**config.mk**
```make
export PLATFORM = sky130hd
export DESIGN_NAME = ext_mem_arbiter
export DESIGN_NICKNAME = d
export VERILOG_FILES = /design/src/rtl/ext_mem_arbiter_pkg.sv /design/src/rtl/ext_mem_arbiter_wait_counter.sv /design/src/rtl/ext_mem_arbiter.sv
export SDC_FILE = /design/constraint.sdc
export NUM_CORES = 1
export LEC_CHECK = 0
export ABC_AREA = 0
export BUFFER_PORTS_ARGS = -buffer_cell sky130_fd_sc_hd__buf_2
export CAP_MARGIN = 20
export CORE_MARGIN = 5
export CORE_UTILIZATION = 43
export DETAILED_ROUTE_END_ITERATION = 8
export GPL_ROUTABILITY_DRIVEN = 0
export GPL_TIMING_DRIVEN = 0
export PLACE_DENSITY = 0.76
export SYNTH_ARGS = -nofsm -noshare
export SYNTH_HDL_FRONTEND = slang
export SYNTH_HIERARCHICAL = 1
export SYNTH_SLANG_ARGS = --single-unit
```
**constraint.sdc**
```tcl
create_clock -name clk -period 2.3 [get_ports clk]
set_clock_uncertainty 0.2 [all_clocks]
set_input_delay 0.345 -clock clk [delete_from_list [all_inputs] [get_ports clk]]
set_output_delay 0.345 -clock clk [all_outputs]
set_load 0.02 [all_outputs]
```
**src/rtl/ext_mem_arbiter_pkg.sv**
```systemverilog
// Shared definitions for the external SRAM arbiter: FSM states, grantee IDs,
// strobe polarity and a small sizing helper.
package ext_mem_arbiter_pkg;

  typedef enum logic [2:0] {
    IDLE  = 3'd0,
    RD    = 3'd1,
    WR_SU = 3'd2,
    WR_P  = 3'd3,
    DONE  = 3'd4
  } arb_state_e;

  typedef enum logic {
    GNT_CPU  = 1'b0,
    GNT_DISP = 1'b1
  } gnt_e;

  // SRAM strobes (CE/OE/WE) are active-low.
  localparam logic STROBE_ON  = 1'b0;
  localparam logic STROBE_OFF = 1'b1;

  function automatic int max_int(input int a, input int b);
    return (a > b) ? a : b;
  endfunction

endpackage

```
**src/rtl/ext_mem_arbiter_wait_counter.sv**
```systemverilog
// Down-counter sequencing SRAM wait states: load on state entry, decrement
// while enabled, zero flag marks the last cycle of the timed state.
module mem_wait_counter #(
  parameter int CW = 2
) (
  input  logic          clk,
  input  logic          rst,
  input  logic          load,
  input  logic [CW-1:0] load_val,
  input  logic          dec,
  output logic          zero
);

  logic [CW-1:0] cnt;

  always_ff @(posedge clk or negedge rst) begin
    if (!rst) begin
      cnt <= '0;
    end else if (load) begin
      cnt <= load_val;
    end else if (dec && (cnt != '0)) begin
      cnt <= cnt - CW'(1);
    end
  end

  assign zero = (cnt == '0);

endmodule

```
**src/rtl/ext_mem_arbiter.sv**
```systemverilog
// Arbitrates the single async SRAM port between CPU load/store and display
// glyph fetch, sequencing CE/OE/WE with parameterised wait states.
module ext_mem_arbiter
  import ext_mem_arbiter_pkg::*;
#(
  parameter int AW         = 16,
  parameter int DW         = 16,
  parameter int RD_WAIT    = 1,
  parameter int WR_PULSE   = 2,
  parameter int MAX_STREAK = 4
) (
  input  logic          clk,
  input  logic          rst,
  // Handshake: a requester raises req with stable we/addr/wdata and keeps it
  // up until its one-cycle ack; req is only sampled in IDLE, so dropping it
  // mid-transaction does not cancel the access and the ack still pulses.
  input  logic          cpu_req,
  input  logic          cpu_we,
  input  logic [AW-1:0] cpu_addr,
  input  logic [DW-1:0] cpu_wdata,
  output logic          cpu_ack,
  output logic [DW-1:0] cpu_rdata,
  input  logic          disp_req,
  input  logic [AW-1:0] disp_addr,
  output logic          disp_ack,
  output logic [DW-1:0] disp_rdata,
  output logic [AW-1:0] mem_addr,
  output logic [DW-1:0] mem_dout,
  output logic          mem_dout_en,
  input  logic [DW-1:0] mem_din,
  output logic          CE,
  output logic          OE,
  output logic          WE,
  output arb_state_e    dbg_state
);

  localparam int CW = $clog2(max_int(RD_WAIT, WR_PULSE) + 1);
  localparam int SW = $clog2(MAX_STREAK + 1);

  arb_state_e    state, state_d;
  gnt_e          gnt;
  logic          gnt_we;
  logic [SW-1:0] streak;
  logic          take, pick_disp;
  logic          cnt_load, cnt_dec, cnt_zero;
  logic [CW-1:0] cnt_val;

  mem_wait_counter #(.CW(CW)) u_wait (
    .clk      (clk),
    .rst      (rst),
    .load     (cnt_load),
    .load_val (cnt_val),
    .dec      (cnt_dec),
    .zero     (cnt_zero)
  );

  always_comb begin
    state_d   = state;
    take      = 1'b0;
    pick_disp = 1'b0;
    cnt_load  = 1'b0;
    cnt_val   = '0;
    cnt_dec   = 1'b0;
    case (state)
      IDLE: begin
        if (cpu_req || disp_req) begin
          take      = 1'b1;
          // Display has priority until it has starved the CPU MAX_STREAK times.
          pick_disp = disp_req && !(cpu_req && (streak == SW'(MAX_STREAK)));
          if (!pick_disp && cpu_we) begin
            state_d = WR_SU;
          end else begin
            state_d  = RD;
            cnt_load = 1'b1;
            cnt_val  = CW'(RD_WAIT);
          end
        end
      end
      RD: begin
        cnt_dec = 1'b1;
        if (cnt_zero) state_d = DONE;
      end
      WR_SU: begin
        state_d  = WR_P;
        cnt_load = 1'b1;
        cnt_val  = CW'(WR_PULSE - 1);
      end
      WR_P: begin
        cnt_dec = 1'b1;
        if (cnt_zero) state_d = DONE;
      end
      DONE:    state_d = IDLE;
      default: state_d = IDLE;
    endcase
  end

  always_ff @(posedge clk or negedge rst) begin
    if (!rst) begin
      state      <= IDLE;
      gnt        <= GNT_CPU;
      gnt_we     <= 1'b0;
      streak     <= '0;
      mem_addr   <= '0;
      mem_dout   <= '0;
      cpu_rdata  <= '0;
      disp_rdata <= '0;
    end else begin
      state <= state_d;
      if (take) begin
        gnt      <= pick_disp ? GNT_DISP : GNT_CPU;
        gnt_we   <= !pick_disp && cpu_we;
        mem_addr <= pick_disp ? disp_addr : cpu_addr;
        if (!pick_disp && cpu_we) mem_dout <= cpu_wdata;
        if (pick_disp && cpu_req) begin
          if (streak != SW'(MAX_STREAK)) streak <= streak + SW'(1);
        end else begin
          streak <= '0;
        end
      end
      if ((state == RD) && cnt_zero) begin
        if (gnt == GNT_CPU) cpu_rdata  <= mem_din;
        else                disp_rdata <= mem_din;
      end
    end
  end

  // Strobes decode straight from the state register so reset releases them at once.
  assign CE          = (state == RD || state == WR_SU || state == WR_P) ? STROBE_ON : STROBE_OFF;
  assign OE          = (state == RD)   ? STROBE_ON : STROBE_OFF;
  assign WE          = (state == WR_P) ? STROBE_ON : STROBE_OFF;
  assign mem_dout_en = gnt_we && (state == WR_SU || state == WR_P || state == DONE);
  assign cpu_ack     = (state == DONE) && (gnt == GNT_CPU);
  assign disp_ack    = (state == DONE) && (gnt == GNT_DISP);
  assign dbg_state   = state;

endmodule

```
Word level (Yosys, flattened, before mapping)
Cells that the tools add are included.
{"block": "word_totals", "regBits": 74, "inputBits": 69, "output_inout_bits": 73}
{"block": "classes", "add_sub_neg": 2, "eq_ne": 9, "n_mux": 24, "n_bitwise": 1, "reduce_logical": 28}
{"cell": "16-bit 2-to-1 mux", "n": 1}
{"cell": "1-bit 2-to-1 mux", "n": 13}
{"cell": "3-bit 2-to-1 mux", "n": 4}
{"cell": "1-bit logical AND", "n": 10}
{"cell": "2-bit AND reduction", "n": 5}
{"cell": "3-bit case mux with 3 select lines", "n": 1}
{"cell": "3-bit by 2-bit == test with 1-bit output, second input constant", "n": 2}
{"cell": "3-bit == test, second input constant", "n": 2}
{"cell": "2-bit 2-to-1 mux", "n": 3}
{"cell": "1-bit logical OR", "n": 5}
{"cell": "2-bit by 1-bit != test with 1-bit output, second input constant", "n": 2}
{"cell": "1-bit case mux with 2 select lines", "n": 2}
{"cell": "2-bit nonzero test", "n": 2}
{"cell": "3-bit by 1-bit adder with 3-bit output, second input constant", "n": 1}
{"cell": "3-bit by 1-bit == test with 1-bit output, second input constant", "n": 1}
{"cell": "1-bit logical NOT", "n": 3}
{"cell": "3-bit logical NOT", "n": 1}
{"cell": "3-bit != test, second input constant", "n": 1}
{"cell": "2-bit logical NOT", "n": 1}
{"cell": "2-bit != test, second input constant", "n": 1}
{"cell": "2-bit OR reduction", "n": 1}
{"cell": "2-bit by 1-bit subtractor with 2-bit output, second input constant", "n": 1}
{"cell": "1-bit inverter", "n": 1}

Depth between registers and ports, before layout
{"block": "depth", "depth_word": 10, "mapped_depth": 7}

By module
Netlist, hierarchy kept.
{"mod": "ext_mem_arbiter", "instances": 1, "cells_each": 252, "area_per_inst_um2": 3230.6, "seq_area_each_um2": 1801.7}
{"mod": "mem_wait_counter", "instances": 1, "cells_each": 13, "area_per_inst_um2": 132.6, "seq_area_each_um2": 50.0}

Least setup slack after synthesis
No wires, ideal clock.
{"block": "synth_path", "path_kind": "register -> register", "from": "register state[1], in the netlist dbg_state[1]", "to": "register mem_dout[10]", "t_arrival_ns": 1.948, "required_ns": 1.975, "path_slack_ns": 0.027, "stages_incl_launch_ff": 7, "path_buffers": 3, "synth_period_minus_slack_ns": 2.273, "cell_sequence": "dfrtp_1 -> buf_6 -> or3_4 -> buf_6 -> a211oi_4 -> buf_12 -> mux2_4"}
{"block": "synth_between", "elab_chain_cells": 5, "elab_cells_between_ends": 6, "cone_classes": "mux (2); reduce/logical (4)"}
{"element": "start, declared", "line_no": "ext_mem_arbiter.sv:40", "source": "arb_state_e state, state_d;"}
{"element": "start signal, assigned", "line_no": "ext_mem_arbiter.sv:108", "source": "state <= state_d;"}
{"element": "3-bit logical NOT (*)", "line_no": "ext_mem_arbiter.sv:64", "source": "case (state)"}
{"element": "1-bit 2-to-1 mux", "line_no": "ext_mem_arbiter.sv:64"}
{"element": "1-bit logical NOT", "line_no": "ext_mem_arbiter.sv:113", "source": "if (!pick_disp && cpu_we) mem_dout <= cpu_wdata;"}
{"element": "1-bit logical AND", "line_no": "ext_mem_arbiter.sv:113"}
{"element": "2-bit AND reduction (no line) (*)"}
{"element": "end signal, assigned", "line_no": "ext_mem_arbiter.sv:113"}
{"element": "end, declared", "line_no": "ext_mem_arbiter.sv:28", "source": "output logic [DW-1:0] mem_dout,"}
Every way passes the cells marked *; elsewhere a longest branch is shown, timed or not.
A chain may end at the register's enable or synchronous reset.

Worst setup path after layout
{"block": "layout_path", "from": "register state[0], in the netlist dbg_state[0]", "to": "register mem_dout[10]"}
The elaborated chain is that of the path after synthesis.

==> results.toml <==
[die]
die_height_um = 98.4
rows = 32
floorplan.initialDensity = 0.438
die-width_um = 98.4
floorplan.core_area_mm2 = 0.00769
io-pin-count = 142
die-area_mm2 = 0.00969

[run_status]
status = "finished, final reports clean"

[sta]
maxSlewHeadroom = 0.663
max_slew.worst_pin.slew_ns = 0.506
timing.fmax_mhz = 449
final_min_period_over_clock_period = 0.968
hold-worst-slack_ns = 0.0342
layout_setup_ws_ns = 0.0738
period_needed_ns = 2.23
final-setup-viol-count = 0
timing_hold_violations_final = 0
fin_tns_setup_ns = 0
grt_setup_unrepaired = "yes"
final_max_slew_viol_count = 0

[routing]
firstDrtPassIters = 5
route.detailed.drc = 0
route.vias.total = 2726
wl_per_cell_um = 16.4
drt_first_iter_violations = 72
totalWireLength_um = 8610
final_antenna_net_count = 0
route.detailed.vias_per_inst = 5.19

[yosys]
yosys_most_used_dff = "dfrtp_1"
synth_warnings = 6
post_synth_inst_count = 265
postSynthNetCount = 337
synth_cell_type_count = 40
area_share_of_the_largest_cell_type_after_synthesis = 0.551
mappedNetlistArea_mm2 = 0.00336
ys_ff_latch = 74
asyncSetResetFlopFracSynth = 1.00
synth_edf_count = 0
synth_seq_area_share = 0.551
syn_area_per_cell_um2 = 12.7
post-synth-top-area-cell = "dfrtp_1"
post_synth_main_area_contributors = "dfrtp_1, mux2_2, mux2_4, nor3b_1, o31ai_1"

[worst_setup_path]
critical_path.startpoint_type = "flip-flop"
worst_path_dominant_cell_family = "buffers and inverters"
required_arrival_time_at_the_worst_endpoint_ns = 2.32
critical_path.n_buffers_inverters = 4
worstPathMaxFanout = 10
worst_setup_path_end_kind = "flip-flop"
setup_slack_of_the_most_critical_reg_to_reg_path_ns = 0.07
max_stage_delay_ns = 0.38
critical_path.startpoint = "dbg_state[0]"
crit_slowest_cell = "dfrtp_1"
setup.worst_path.class = "flip-flop to flip-flop"
worst_r2r_startpoint = "dbg_state[0]"
path_cells = "buf_2 > or3_4 > buf_6 > a211oi_4 > buf_4 > buf_12 > mux2_4"
critPathArrivalTime_ns = 2.24

[cts]
tritoncts_sinks = 74
htree_levels = 3
cts_buffers = 9
clock_path_buffers = 2
clk_latency_ns = 0.34
clk_root_buffer_cell = "clkbuf_8"
clkSlewWorstSetupHoldPaths_ns = 0.08
tritoncts = "done"

[final_layout]
layout_common_cells = "buf_2, dfrtp_1, mux2_2, o21ai_0"
final_common_cell = "buf_2"
antenna_cells = 0
final_layout_size_suffix_gt1_frac = 0.530
net_count_final = 491
fill_cells = 672
area_of_the_multi_input_gates_mm2 = 0.00142
register_area_mm2 = 0.00185
final-instance-count-excl-fill = 525
area_growth_syn_to_layout_pct = 34.9

[grt]
grt_max_degree = 74
grt_pass1_vias = 2849
globalRouteOverflowTotal = 0
grt_util_all_layers = 0.180
global_route_wire_length_before_repair_um = 14100
grt_antenna_before_repair = 0

[placement]
hpwl_um = 6330
io_buffers = 140
number_of_cells_after_detailed_placement = 508
pre_cts_ws_ns = -0.271

[power]
p_leak_nw = 2.18
power_per_unit_of_standard_cell_area_mw_per_mm2 = 1470
total_power_mw = 6.67
vdd_ir_drop_max_v = 0.000765

[hold_path]
timing.hold.worst.start = "cpu_wdata[13]"
worst_min_delay_path_category = "input port to flip-flop"

[run]
max-cap-violations = 0
-- layer usage --
metal,global-route usage,vias up,part of all wire
li1,-,1282,-
met1,0.240,1308,0.43
met2,0.277,126,0.46
met3,0.0651,10,0.10
met4,0.0567,0,0.011
met5,0,-,0
-- cells by family (layout without fill, tap and decap cells) --
kind of cell    count (synthesis)  in the layout  synth area share
simple gates                   49             49            0.0960
fa+ha+maj                       3              3            0.0112
flops                          74             74             0.551
mux                            48             48             0.171
compound gates                 63             63             0.129
buf+inv                        27            185            0.0413
other cells                     1              1           0.00112
-- report_power, final --
part / switching, mW / internal [mW]
Sequential: 0.315 / 1.94
Clock: 0.482 / 0.720
Combinational: 1.87 / 1.35
Total: 2.66 / 4.00
-- stage by stage --
stage               utilization  cell area, um2
floorplan                     -            3360
global placement          0.545            4190
CTS                       0.588            4520
detailed placement        0.549            4220
finish                    0.590            4540
global route              0.590            4540
-- path summary, 6_finish.rpt --
| check | to | cells after the start |
|---|---|---|
| setup reg to reg | mem_dout[10] | 7 |
| hold / removal | mem_dout[13] | 2 |
| hold reg to reg | gnt_we | 1 |
| setup / recovery | mem_dout[10] | 7 |
| max in group asynchronous | mem_addr[6] | 3 |
| min in group asynchronous | mem_dout[11] | 2 |
-- Yosys cell counts, drive strengths merged (2+ instances only) --
cell type  count
dfrtp         74
nor3           2
or4b           2
nor2b          3
o31ai         16
a22o           2
inv            6
a32o           2
clkbuf        13
nor2           4
nand2b         2
nor3b         16
o21ai         17
buf            8
or2b           2
and3           3
nand2          8
a31oi         16
mux2          48
ha             3
a21o           2
a21oi          2
-- area by class of cell --
| class | count | share of cell area |
|---|---|---|
| plain buffers | 20 | 0.0248 |
| multi-input cells | 164 | 0.312 |
| well taps | 102 | 0.0281 |
| inverters | 6 | 0.00496 |
| repair buffers | 144 | 0.169 |
| clock buffers | 9 | 0.0273 |
| flip-flops and latches | 74 | 0.408 |
| clock inverters | 6 | 0.0254 |
-- worst register-to-register path, cell delays in order, from the launching register on --
cell and delay [ns]:
dfrtp_1 0.38, buf_2 0.18, or3_4 0.38, buf_6 0.15
a211oi_4 0.19, buf_4 0.19, buf_12 0.15, mux2_4 0.30
-- state kept, by name (all words and copies together) (netlist names) --
name / cells
gnt_we: 1
u_wait/cnt: 2
disp_rdata: 16
mem_dout: 16
dbg_state: 3
gnt: 1
mem_addr: 16
cpu_rdata: 16
streak: 3
-- repair_timing --
action / 4_1_cts / 5_1_grt
buffers inserted: 2 / 0
pin swaps: 2 / 1
hold endpoints to repair: 74 / 0
setup endpoints to repair: 11 / 32
hold buffers: 1 / 0
resized for setup: 3 / 6
Note: power is estimated with default switching activity, not from simulation.
